### config.mk
export PLATFORM = sky130hd
export DESIGN_NAME = rf_param_sb
export DESIGN_NICKNAME = d
export VERILOG_FILES = /design/src/rtl/rf_param_sb.sv
export SDC_FILE = /design/constraint.sdc
export NUM_CORES = 1
export LEC_CHECK = 0
export ABC_CLOCK_PERIOD_IN_PS = 2400
export CAP_MARGIN = 20
export CORE_ASPECT_RATIO = 0.8
export CORE_MARGIN = 2
export CORE_UTILIZATION = 45
export CTS_BUF_LIST = sky130_fd_sc_hd__clkbuf_2 sky130_fd_sc_hd__clkbuf_4 sky130_fd_sc_hd__clkbuf_8
export DETAILED_ROUTE_END_ITERATION = 8
export DONT_BUFFER_PORTS = 1
export PLACE_DENSITY = 0.6
export SYNTH_ARGS = -nofsm -noshare
export SYNTH_HDL_FRONTEND = slang
export SYNTH_SLANG_ARGS = --single-unit
### constraint.sdc
create_clock -name clk -period 2.4 [get_ports clk]
set_clock_uncertainty 0.2 [all_clocks]
set_input_delay 0.24 -clock clk [delete_from_list [all_inputs] [get_ports clk]]
set_output_delay 0.24 -clock clk [all_outputs]
set_load 0.03 [all_outputs]
### src/rtl/rf_param_sb.sv
// Parametrised register file: two combinational read ports, one write port,
// optional write-to-read bypass, optional hardwired-zero r0, busy scoreboard, sticky error.

module rf_param_sb_cell #(
   parameter int DATA_W = 16
) (
   input  logic              clk,
   input  logic              rst,
   input  logic              we,
   input  logic              set,
   input  logic [DATA_W-1:0] wdata,
   output logic [DATA_W-1:0] q,
   output logic              busy
);
   // A same-edge reservation beats the clearing write.
   always_ff @(posedge clk) begin
      if (rst) begin
         q    <= '0;
         busy <= 1'b0;
      end else begin
         if (we)
            q <= wdata;
         if (set)
            busy <= 1'b1;
         else if (we)
            busy <= 1'b0;
      end
   end
endmodule

module rf_param_sb #(
   parameter int DATA_W   = 16,
   parameter int NUM_REGS = 8,
   parameter int ADDR_W   = 3,
   parameter int BYPASS   = 1,
   parameter int ZERO_REG = 0
) (
   input  logic              clk,
   input  logic              rst,
   input  logic [ADDR_W-1:0] read1regsel,
   input  logic [ADDR_W-1:0] read2regsel,
   input  logic [ADDR_W-1:0] writeregsel,
   input  logic [DATA_W-1:0] writedata,
   input  logic              write,
   input  logic [ADDR_W-1:0] resvregsel,
   input  logic              resv,
   output logic [DATA_W-1:0] read1data,
   output logic [DATA_W-1:0] read2data,
   output logic              read1busy,
   output logic              read2busy,
   output logic              err_reg
);
   localparam int            NSEL = 2 ** ADDR_W;
   localparam logic [ADDR_W:0] NREG = (ADDR_W + 1)'(NUM_REGS);

   logic wr_ok, rv_ok, wr_eff, rv_eff, dbl_resv, err_ev;
   logic fwd1, fwd2;

   // Select space is padded to 2**ADDR_W; unimplemented slots read as constant 0,
   // so out-of-range reads fall out of plain indexing.
   logic [NSEL-1:0][DATA_W-1:0] q_all;
   logic [NSEL-1:0]             b_all;

   assign wr_ok  = {1'b0, writeregsel} < NREG;
   assign rv_ok  = {1'b0, resvregsel}  < NREG;
   assign wr_eff = write && wr_ok && !(ZERO_REG != 0 && writeregsel == '0);
   assign rv_eff = resv  && rv_ok && !(ZERO_REG != 0 && resvregsel  == '0);

   assign dbl_resv = rv_eff && b_all[resvregsel] && !(wr_eff && writeregsel == resvregsel);
   assign err_ev   = (write && !wr_ok) || (resv && !rv_ok) || dbl_resv;

   for (genvar i = 0; i < NSEL; i++) begin : g_reg
      if (i >= NUM_REGS || (ZERO_REG != 0 && i == 0)) begin : g_const
         assign q_all[i] = '0;
         assign b_all[i] = 1'b0;
      end else begin : g_cell
         rf_param_sb_cell #(.DATA_W(DATA_W)) u_cell (
            .clk   (clk),
            .rst   (rst),
            .we    (wr_eff && writeregsel == ADDR_W'(i)),
            .set   (rv_eff && resvregsel == ADDR_W'(i)),
            .wdata (writedata),
            .q     (q_all[i]),
            .busy  (b_all[i])
         );
      end
   end

   assign fwd1 = (BYPASS != 0) && wr_eff && (writeregsel == read1regsel);
   assign fwd2 = (BYPASS != 0) && wr_eff && (writeregsel == read2regsel);

   // A forwarded register is never reported busy: its value is on the bus now.
   assign read1data = fwd1 ? writedata : q_all[read1regsel];
   assign read2data = fwd2 ? writedata : q_all[read2regsel];
   assign read1busy = fwd1 ? 1'b0 : b_all[read1regsel];
   assign read2busy = fwd2 ? 1'b0 : b_all[read2regsel];

   always_ff @(posedge clk) begin
      if (rst)
         err_reg <= 1'b0;
      else if (err_ev)
         err_reg <= 1'b1;
   end
endmodule

# After elaboration in Yosys (flattened, before gate mapping)
# Cells that the tools add are included.
# totals
wordCells	99
regBits	137
input_bits	32
out_inout_bits	35
# classes
n_mux	30
n_reduce_logical	32
eq_ne	17
order_cmp	3
# op_table
cell	n
$bmux 16 s3	2
$mux 16	4
$eq 3x3->1 const B	8
$logic_and 1x1->1	21
$mux 1	21
$reduce_bool 2->1	8
$eq 3x2->1 const B	4
$lt 3x4->1 const B	3
$bmux 1 s3	3
$eq 3x3->1	3
$eq 3x1->1 const B	2
$logic_not 3->1	2
$logic_not 1->1	1

# Logic depth before layout (Yosys ltp)
# Gate-level depths: netlist (run 1).
# logic_depth
ltp_word	4
ltp_mapped	7
ltp_nobuf	3

# Modules after synthesis
# A second synthesis (run 1) with hierarchy kept.
# unflattened
hier_cells	656
area_unflattened_um2	7985.2
# modules_own_cells
mod	area_per_inst_um2	cells_each	n_inst	seq_area_each_um2
rf_param_sb_cell	616.8	56	8	340.3
rf_param_sb	3050.4	208	1	20.0

# Least setup slack after synthesis (run 1)
# No wires, ideal clock.
# synth_timing
kind	input -> output
from	input port read1regsel[1]
to	output port read1data[10]
path_buffers	2
cell_stages	5
t_arrival_ns	1.651
t_required_ns	1.960
setup_slack_ns	0.309
path_cell_list	buf_2 buf_1 mux4_1 mux2_2 mux2_2
# synth_between
elab_chain_len	3
word_cells_on_any_way	5
classes_between	eq/ne (1); mux (3); reduce/logical (1)
# synth_rtl
element	line_no	text
start: declaration	40	input logic [ADDR_W-1:0] read1regsel,
$bmux 16 s3 / $eq 3x3->1 (equally long branches)	93, 89	
$mux 16 (not written as such) / $logic_and 1x1->1 (equally long branches)	93, 89	
$mux 16 *	93	assign read1data = fwd1 ? writedata : q_all[read1regsel];
end: declaration	47	output logic [DATA_W-1:0] read1data,
# Every way passes the cells marked *; elsewhere a longest branch is shown, timed or not. The select of a mux whose other input is x is not followed.

# Worst setup path after layout (run 1)
# layout_timing
from	register g_reg[5].g_cell.u_cell.q[14]
to	output port read2data[14]
# layout_between
elab_chain_len	3
# layout_rtl
element	line_no	text
start: declaration	12	output logic [DATA_W-1:0] q,
start signal: assignment	22	q <= wdata;
$bmux 16 s3	94	assign read2data = fwd2 ? writedata : q_all[read2regsel];
$mux 16 (not written as such)	94	
$mux 16	94	
end: declaration	48	output logic [DATA_W-1:0] read2data,
# Every way passes these cells. The select of a mux whose other input is x is not followed.

==> impl_metrics.ini, run 1 <==
[pwr]
p_int_uw = 3800
clockPowerShare_pct = 42.2
power.density_mw_per_mm2 = 559
vdd_drop_max_uv = 451
combPwrFrac_pct = 11.2
p_leak_uw = 0.00362
swShare_pct = 25.1
seq_power_share_pct = 46.6
power_switching_uw = 1280

[placed_design]
place_area_mm2 = 0.00788
hpwl_um = 13700
portBuffers = 0
place_inst = 963
place_congestion = 0.789

[worst_setup_path]
start_kind = register
worstPathArrival_ns = 1.93
end_kind = output pin
r2r_start = g_reg[7].g_cell.u_cell.busy
ff2ff_path_depth = 5
required_ns = 1.96
critPathMaxFanout = 3
worst-setup-path-type = reg -> out
r2r-end = err_reg
rrSetupSlack_ns = 0.20

[drt]
ant_nets = 0
drtIter0Drc = 473
post_drt_wl_per_cell_um = 23.3
finalWirelength_um = 24800
drc = 0
routed-via-count = 6446
avgViaCountPerCell = 6.07
dr.pass1.iters = 5

[final_layout]
fill_cells = 1545
antenna_cells = 0
drive_gt1_share_pct = 17.3
regArea_mm2 = 0.00274
multiInputGateArea_mm2 = 0.00473
largest_reg_flops = 128
nets = 857
final_cells = 1062
areaGrowthSynthToFinish_pct = 15.8
fin_area_mm2 = 0.00907

[clock_network]
htreeDepth = 4
cts_tree = done
clockBufferDepth = 2
clk_latency_ns = 0.46
cts.reportedPaths.clkPinSlew_ns = 0.08
cts-buffers-inserted = 17
clock_sinks = 137
cts-root-buf = clkbuf_8

[logic_synthesis]
synth_cell_type_count = 33
ys_seq_elements = 137
synth_nets = 839
syn_inst = 807
ys_seq_area_share_pct = 35.0
ys_warn_count = 0
syn_area_mm2 = 0.00784
avgSynthCellArea_um2 = 9.71

[sta]
finalWorstPathRequiredPeriod_ns = 2.37
setup_violations = 0
fmax_ghz = 0.423
drv_slew = 0
rsz0062_at_grt = yes
tightest_slew_ns = 0.477
post-route-period-util_pct = 98.6
hold_violations = 0
slew_headroom_pct = 68.2

[global_routing]
track_usage_pct = 27.7
grt_pass1_wl_um = 37800
grt_max_degree = 106
first_global_vias = 6579
antenna_found_initial = 0
grt_overflow = 0

[die]
fp.coreArea_mm2 = 0.0172
dieArea_mm2 = 0.0185
fp.dieH_um = 122
die_x_um = 152
num_io_pins = 67
rows = 43
initial_utilization_pct = 45.5

[worst_hold_path]
whs_endpoint = g_reg[4].g_cell.u_cell.q[15]
hold_class = in -> reg
min_from = rst
min_path_cells = 2

[status]
status = completed

[job]
maxCapViolations = 0
-- repair_timing --
| action | 4_1_cts | 5_1_grt |
|---|---|---|
| pin swaps | 0 | 2 |
| buffers inserted | 0 | 3 |
| setup endpoints to repair | 8 | 23 |
| hold buffers | 64 | 1 |
| resized for setup | 8 | 20 |
| hold endpoints to repair | 137 | 1 |
-- area by class of cell --
class / count / share of cell area (%)
multi-input cells: 577 / 52.1
flip-flops and latches: 137 / 30.2
repair buffers: 90 / 9.61
well taps: 225 / 3.10
clock buffers: 20 / 2.96
clock inverters: 11 / 1.88
inverters: 2 / 0.0827
-- per-stage QoR --
stage | hold WS [ns] | setup TNS [ns] | total power [µW] | setup slack [ns] | utilization [%]
4_1_cts | 0.00420 | 0 | 5070 | 0.00152 | 52.3
5_1_grt | 0.0395 | -0.00317 | 5220 | -0.00236 | 52.7
3_5_place_dp | 0.126 | 0 | 2840 | 0.474 | 45.8
6_report | 0.0126 | 0 | 5070 | 0.0345 | 52.7
3_3_place_gp | 0.123 | 0 | 2820 | 0.476 | 45.8
2_1_floorplan | 0.211 | 0 | 2890 | 0.309 | -
-- power groups by stage --
stage	registers (µW)	logic, µW	clock network (µW)
3_3_place_gp	2410	417	0
3_5_place_dp	2410	425	0
6_report	2360	570	2140
5_1_grt	2370	604	2250
4_1_cts	2360	551	2160
2_1_floorplan	2400	493	0
-- how the worst max path moves through the flow --
stage	start	cells after the start	slack [ns]	to
2_1_floorplan	read1regsel[1]	5	0.31	read1data[10]
3_3_place_gp	read2regsel[1]	4	0.48	read2data[1]
3_5_place_dp	read2regsel[1]	4	0.47	read2data[0]
4_1_cts	g_reg[4].g_cell.u_cell.q[3]	3	0.002	read2data[3]
5_1_grt	g_reg[4].g_cell.u_cell.q[14]	3	-0.002	read2data[14]
6_report	g_reg[5].g_cell.u_cell.q[14]	3	0.03	read2data[14]
-- cell usage in the layout (no fill, tap or decap), drive strengths merged, types with 4 or more instances in the layout --
cell type    instances
nand2              257
bufinv               4
buf                 26
nor2                 8
mux2                66
dlygate4sd3         64
dfxtp              137
xnor2                9
nand4                5
clkbuf              20
nor2b                4
mux4                69
a32oi                4
a21oi              129
-- critical path, stage by stage, from the launching register on --
cell and delay (ns):
dfxtp_1 0.32, mux4_1 0.51, mux2_2 0.31, mux2_4 0.32
-- per-layer routing --
metal | GRT usage (%) | routed length (µm) | vias to the layer above
met5 | 0 | 0 | -
met4 | 9.09 | 515 | 0
met3 | 6.97 | 2130 | 49
met2 | 45.0 | 11600 | 301
met1 | 36.5 | 10600 | 3174
li1 | - | - | 2922
-- logic make-up (layout without fill, tap and decap cells) --
kind of cell / after synthesis / in the layout / share of synthesized area [%]
muxes: 137 / 137 / 32.9
buffers and inverters: 93 / 123 / 5.95
AOI/OAI and AO/OA: 139 / 139 / 9.26
xor gates and xnor gates: 9 / 9 / 1.01
DFF: 137 / 137 / 35.0
and+or+nand+nor: 292 / 292 / 15.9
-- synthesized netlist by cell type (all sizes together) --
cell type / n / share of area (%)
and4: 1 / 0.11
a41o: 1 / 0.13
dfxtp: 137 / 35
mux4: 69 / 23
inv: 2 / 0.096
and2: 2 / 0.16
buf: 31 / 3.0
or4b: 1 / 0.13
a31oi: 2 / 0.16
nand4: 5 / 0.56
a32oi: 4 / 0.45
nand4b: 3 / 0.34
nor2b: 4 / 0.32
nor2: 8 / 0.38
nor4bb: 3 / 0.38
mux2: 66 / 10
and4b: 3 / 0.38
or2: 1 / 0.080
nand2: 257 / 12
a22oi: 3 / 0.29
xnor2: 9 / 1.0
nand4bb: 3 / 0.43
mux2i: 2 / 0.26
a21oi: 129 / 8.2
clkbuf: 60 / 2.9
nor4b: 1 / 0.30
Note: power is estimated with default switching activity, not from simulation.
==> inputs of run 2 (changes only) <==
CORE_MARGIN = 3   (was 2)
HOLD_SLACK_MARGIN = 0.08   (was unset)
==> run 2 against run 1 <==
Net effect: routed wire length down 3.0%; flip-flop and latch count did not move; register-to-register slack better by 0.07 ns; critical path depth is the same; sequential share of layout area shrank 0.16 points; cell count stayed put; via count rose by 0.62%; largest power group unchanged; clock power down 5%; setup slack improved by 0.025 ns; hold slack better by 0.11 ns; core utilization grew 1.6 points; critical endpoint is now read1data[4].
==> impl_metrics.ini, run 2 (same netlist as run 1, synthesis figures left out) <==
[status]
status = completed

[global_routing]
track_usage_pct = 25.4
first_global_vias = 6555
antenna_found_initial = 0
grt_max_degree = 106
grt_pass1_wl_um = 36800
grt_overflow = 0

[placed_design]
portBuffers = 0
place_congestion = 0.813
dp_slack_ns = 0.490
place_inst = 956
hpwl_um = 12800
place_area_mm2 = 0.00785

[drt]
dr.pass1.iters = 5
wl_met1_um = 10200
ant_nets = 0
drtIter0Drc = 553
finalWirelength_um = 24000
met3_length_um = 1910
drc = 0
post_drt_wl_per_cell_um = 22.6
avgViaCountPerCell = 6.11
highest_layer = met4
wl_met2_um = 11400
routed-via-count = 6486

[die]
initial_utilization_pct = 46.6
fp.coreArea_mm2 = 0.0168
fp.dieH_um = 124
num_io_pins = 67
die_x_um = 154
rows = 42
dieArea_mm2 = 0.0190

[final_layout]
largest_reg_flops = 128
final_common_cell = nand2_1
nets = 864
fin_area_mm2 = 0.00914
final_cells = 1062
areaGrowthSynthToFinish_pct = 16.6
layout_common_cells = 257 x nand2_1, 133 x dfxtp_1, 129 x a21oi_1
antenna_cells = 0
drive_gt1_share_pct = 16.9

[sta]
finalWorstPathRequiredPeriod_ns = 2.34
drv_slew = 0
tightest_slew_ns = 0.744
tns_ns = 0
slew_headroom_pct = 50.2
fmax_ghz = 0.427
post-route-period-util_pct = 97.5
hold_violations = 0
rsz0062_at_grt = yes
setup_violations = 0
worst_slack_ns = 0.0597

[clock_network]
cts.reportedPaths.clkPinSlew_ns = 0.08
htreeDepth = 4
cts-buffers-inserted = 17
clockBufferDepth = 2
clk_latency_ns = 0.45
cts-root-buf = clkbuf_8
clock_sinks = 137
cts_tree = done

[pwr]
p_leak_uw = 0.00365
vdd_drop_max_uv = 348
power.density_mw_per_mm2 = 544

[worst_setup_path]
end_kind = output pin
worst-setup-path-type = reg -> out
start_kind = register
required_ns = 1.96
critPathMaxFanout = 3
worstPathArrival_ns = 1.90
rrSetupSlack_ns = 0.27

[job]
maxCapViolations = 0

[worst_hold_path]
hold_class = in -> reg
==> run 2: changes by cell type in the layout (fill, tap and decap cells not counted) <==
| cell | before | now |
|---|---|---|
| buf_4 | 23 | 19 |
| buf_6 | 1 | 0 |
| clkbuf_4 | 1 | 0 |
| clkbuf_8 | 19 | 17 |
| clkinvlp_4 | 3 | 4 |
| dfxtp_1 | 137 | 133 |
| dfxtp_2 | 0 | 4 |
| dlygate4sd3_1 | 64 | 76 |
| mux2_2 | 35 | 31 |
| mux2_4 | 31 | 35 |
==> run 2: per-layer routing <==
metal | vias to the layer above | global-route usage (%)
met1 | 3221 | 33.0
met5 | - | 0
li1 | 2930 | -
met4 | 0 | 8.33
met3 | 41 | 5.24
met2 | 294 | 43.0
==> run 2: metrics by stage <==
stage,hold WS (ns),total power (µW),util (%)
floorplan,0.211,2890,-
global placement,0.123,2820,46.7
detailed placement,0.130,2830,46.7
CTS,0.0865,4990,53.9
global route,0.108,5150,54.3
finish,0.125,4980,54.3
==> run 2: worst max-delay path: stages (launching register included) <==
cell and delay, ns:
dfxtp_1 0.33, mux4_1 0.51, mux2_2 0.30, mux2_4 0.32
==> run 2: path summary, 6_finish.rpt <==
check             cells after the start                     endpoint                         from
hold reg to reg                       2  g_reg[5].g_cell.u_cell.q[8]  g_reg[5].g_cell.u_cell.q[8]
setup / recovery                      3                 read1data[4]  g_reg[4].g_cell.u_cell.q[4]
hold / removal                        4  g_reg[7].g_cell.u_cell.q[3]               writeregsel[0]
setup reg to reg                      4                      err_reg  g_reg[3].g_cell.u_cell.busy
==> run 2: timing repair <==
item                                    CTS  global route
endpoints found under the setup margin    2            25
setup buffers                             0             0
gates resized for setup                   2            36
hold buffers                             77             0
hold endpoints to repair                137             0
==> run 2: power breakdown <==
group	internal (µW)	switching [µW]	leakage, µW
registers	2320	39.8	0.00111
clock network	1110	930	0.000196
logic	286	283	0.00234
total	3720	1250	0.00365
==> run 2: cell type report <==
cell class,count,area (µm²)
Clock inverter,12,178
Sequential cell,137,2750
Inverter,2,7.51
Fill cell,1463,7680
Multi-Input combinational cell,577,4750
Timing Repair Buffer,97,951
Tap cell,220,275
Clock buffer,17,234
==> edit: new RTL, config.mk and constraints of run 2 <==
The parameter `BYPASS` goes from 1 to 0.
--- a/src/rtl/rf_param_sb.sv
+++ b/src/rtl/rf_param_sb.sv
@@ -32,7 +32,7 @@
    parameter int DATA_W   = 16,
    parameter int NUM_REGS = 8,
    parameter int ADDR_W   = 3,
-   parameter int BYPASS   = 1,
+   parameter int BYPASS   = 0,
    parameter int ZERO_REG = 0
 ) (
    input  logic              clk,
Function: changed (a bounded check fails within 4 cycles, from zero or initial values and one cycle with rst high).
==> edit against run 2 <==
Hold slack got worse by 0.013 ns; sequential cell count unchanged; synthesized area decreased by 9.4%; design area decreased by 8.7%; setup slack got worse by 0.031 ns; first-iteration DRC count increased by 5.6%; total power decreased by 6.8%; non-clock buffer count increased by 5; routed wire length decreased by 5.5%; critical path type is now primary input to flip-flop; critical endpoint is now g_reg[6].g_cell.u_cell.busy$_SDFFE_PP0P_; largest cell class unchanged.
==> edit: results (changes against run 2) <==
[routing]
drt_iter0_markers = 584  ; +5.6%
viasPerCell = 6.02  ; -1.5%
vias = 6126  ; -5.6%
wl_per_cell_um = 22.3  ; -1.4%
firstDrtPassIters = 8  ; +3

[global_route]
grt_antenna_before_repair = 0  ; unchanged
grt_start_max_net_pins = 107  ; +0.94%
grt_pass1_wl_um = 35600  ; -3.2%
grt_pass1_vias = 6264  ; -4.4%
grt_usage = 0.267  ; +0.0126

[timing]
hold_viol_final = 0  ; unchanged
relSlewSlack = 0.607  ; +0.105

[synth]
synth_warnings = 0  ; unchanged
synth_area_per_cell_um2 = 9.35  ; -3.7%
synthMuxAreaShare = 0.276  ; -0.0534
syn_nets = 791  ; -5.7%
synth_compound_area_frac = 0.102  ; +0.00966
async_flop_share = 0  ; unchanged
ys_types = 28  ; -15%
yosys.area_share.adder = 0  ; unchanged
yosys-top-cells-area = dfxtp_1 39%, mux4_2 22%, nand2_1 14%, a21oi_1 9.1%, mux2_2 5.4%
synth_common_cells = 257 x nand2_1, 137 x dfxtp_1, 129 x a21oi_1
synth-main-ff-cell = dfxtp_1
ys_seq_area_frac = 0.386  ; +0.0365
yosys.area_share.xor_xnor = 0.00370  ; -0.00635

[status]
status = finished, final reports clean

[placed_design]
gp_congestion = 0.787  ; -3.2%
dpl_cell_area_mm2 = 0.00709  ; -9.7%
dp_cells = 900  ; -5.9%
port-buffer-count = 0  ; unchanged
dp_hpwl_um = 12800  ; -0.70%

[cells_and_area]
finalNetCount = 827  ; -4.3%
antenna_cells = 0  ; unchanged
drive_above_1_share = 0.194  ; +0.0257
fillers = 1358  ; -7.2%
largest_reg_flops = 128  ; unchanged

[cts]
clock-root-buffer = clkbuf_8
cts_inserted_buffers = 17  ; unchanged
cts_htree_levels = 4  ; unchanged
path_clk_slew_ns = 0.08  ; about the same
postCtsSetupBuffers = 0  ; unchanged

[pwr]
total_leakage_power_nw = 2.91  ; -20%
vdd_ir_drop_max_uv = 330  ; -5.0%

[worst_setup_path]
ff2ff_setup_slack_ns = 0.42  ; +0.15 ns
worstPathMaxFanout = 17  ; +14
cp.required_ns = 2.54  ; +0.58 ns

==> edit: worst max-delay path, cell delays in order <==
cell	delay, ns
nand4b_1	0.15
dlygate4sd3_1	0.58
buf_6	0.20
a32oi_1	0.15
dlygate4sd3_1	0.57
nor2_1	0.04
dlygate4sd3_1	0.57
==> edit: cell type report <==
cell class,instances,area share
Clock buffer,19,0.0299
Clock inverter,13,0.0147
Inverter,2,0.000900
Multi-Input combinational cell,535,0.474
Sequential cell,137,0.329
Tap cell,210,0.0315
Timing Repair Buffer,102,0.120
==> edit: through the flow <==
stage | setup slack [ns] | hold WS (ns) | power (W) | utilization
4_1_cts | 0.0604 | 0.0901 | 0.00466 | 0.548
3_3_place_gp | 0.794 | 0.120 | 0.00272 | 0.466
2_1_floorplan | 0.454 | 0.211 | 0.00280 | -
5_1_grt | 0.0151 | 0.0972 | 0.00480 | 0.548
6_report | 0.0287 | 0.112 | 0.00464 | 0.548
3_5_place_dp | 0.771 | 0.120 | 0.00273 | 0.466
==> edit: timing repair <==
item	in CTS	in global routing
endpoints found under the setup margin	0	1
hold buffers	86	0
hold endpoints to repair	137	0
resized for setup	0	1
==> edit: routing by layer <==
metal	up-vias	wire [um]	GRT usage
li1	2731	-	-
met1	3103	9650	0.347
met2	248	10900	0.433
met3	44	1640	0.0625
met4	0	482	0.103
met5	-	0	0
==> edit: kinds of logic (layout without fill, tap and decap cells) <==
| family | Yosys count | in the layout |
|---|---|---|
| xor gates and xnor gates | 3 | 3 |
| and+or+nand+nor | 288 | 288 |
| DFF | 137 | 137 |
| muxes | 105 | 105 |
| buffers and inverters | 87 | 136 |
| AOI/OAI and AO/OA | 139 | 139 |
==> edit: final timing paths <==
kind | endpoint | depth (start not counted) | start
setup / recovery | g_reg[6].g_cell.u_cell.busy$_SDFFE_PP0P_ | 7 | writeregsel[0]
hold / removal | g_reg[4].g_cell.u_cell.q[6]$_SDFFE_PP0P_ | 3 | writeregsel[2]
setup reg to reg | g_reg[6].g_cell.u_cell.busy$_SDFFE_PP0P_ | 4 | g_reg[6].g_cell.u_cell.busy$_SDFFE_PP0P_
hold reg to reg | g_reg[2].g_cell.u_cell.q[13]$_SDFFE_PP0P_ | 2 | g_reg[2].g_cell.u_cell.q[13]$_SDFFE_PP0P_
==> edit: report_power, final <==
group / switching, W / internal, W / leakage, nW / total, W
clock: 0.000968 / 0.000847 / 0.180 / 0.00182
sequential: 0.0000412 / 0.00232 / 1.11 / 0.00236
combinational: 0.000224 / 0.000232 / 1.62 / 0.000456
total: 0.00123 / 0.00340 / 2.91 / 0.00464
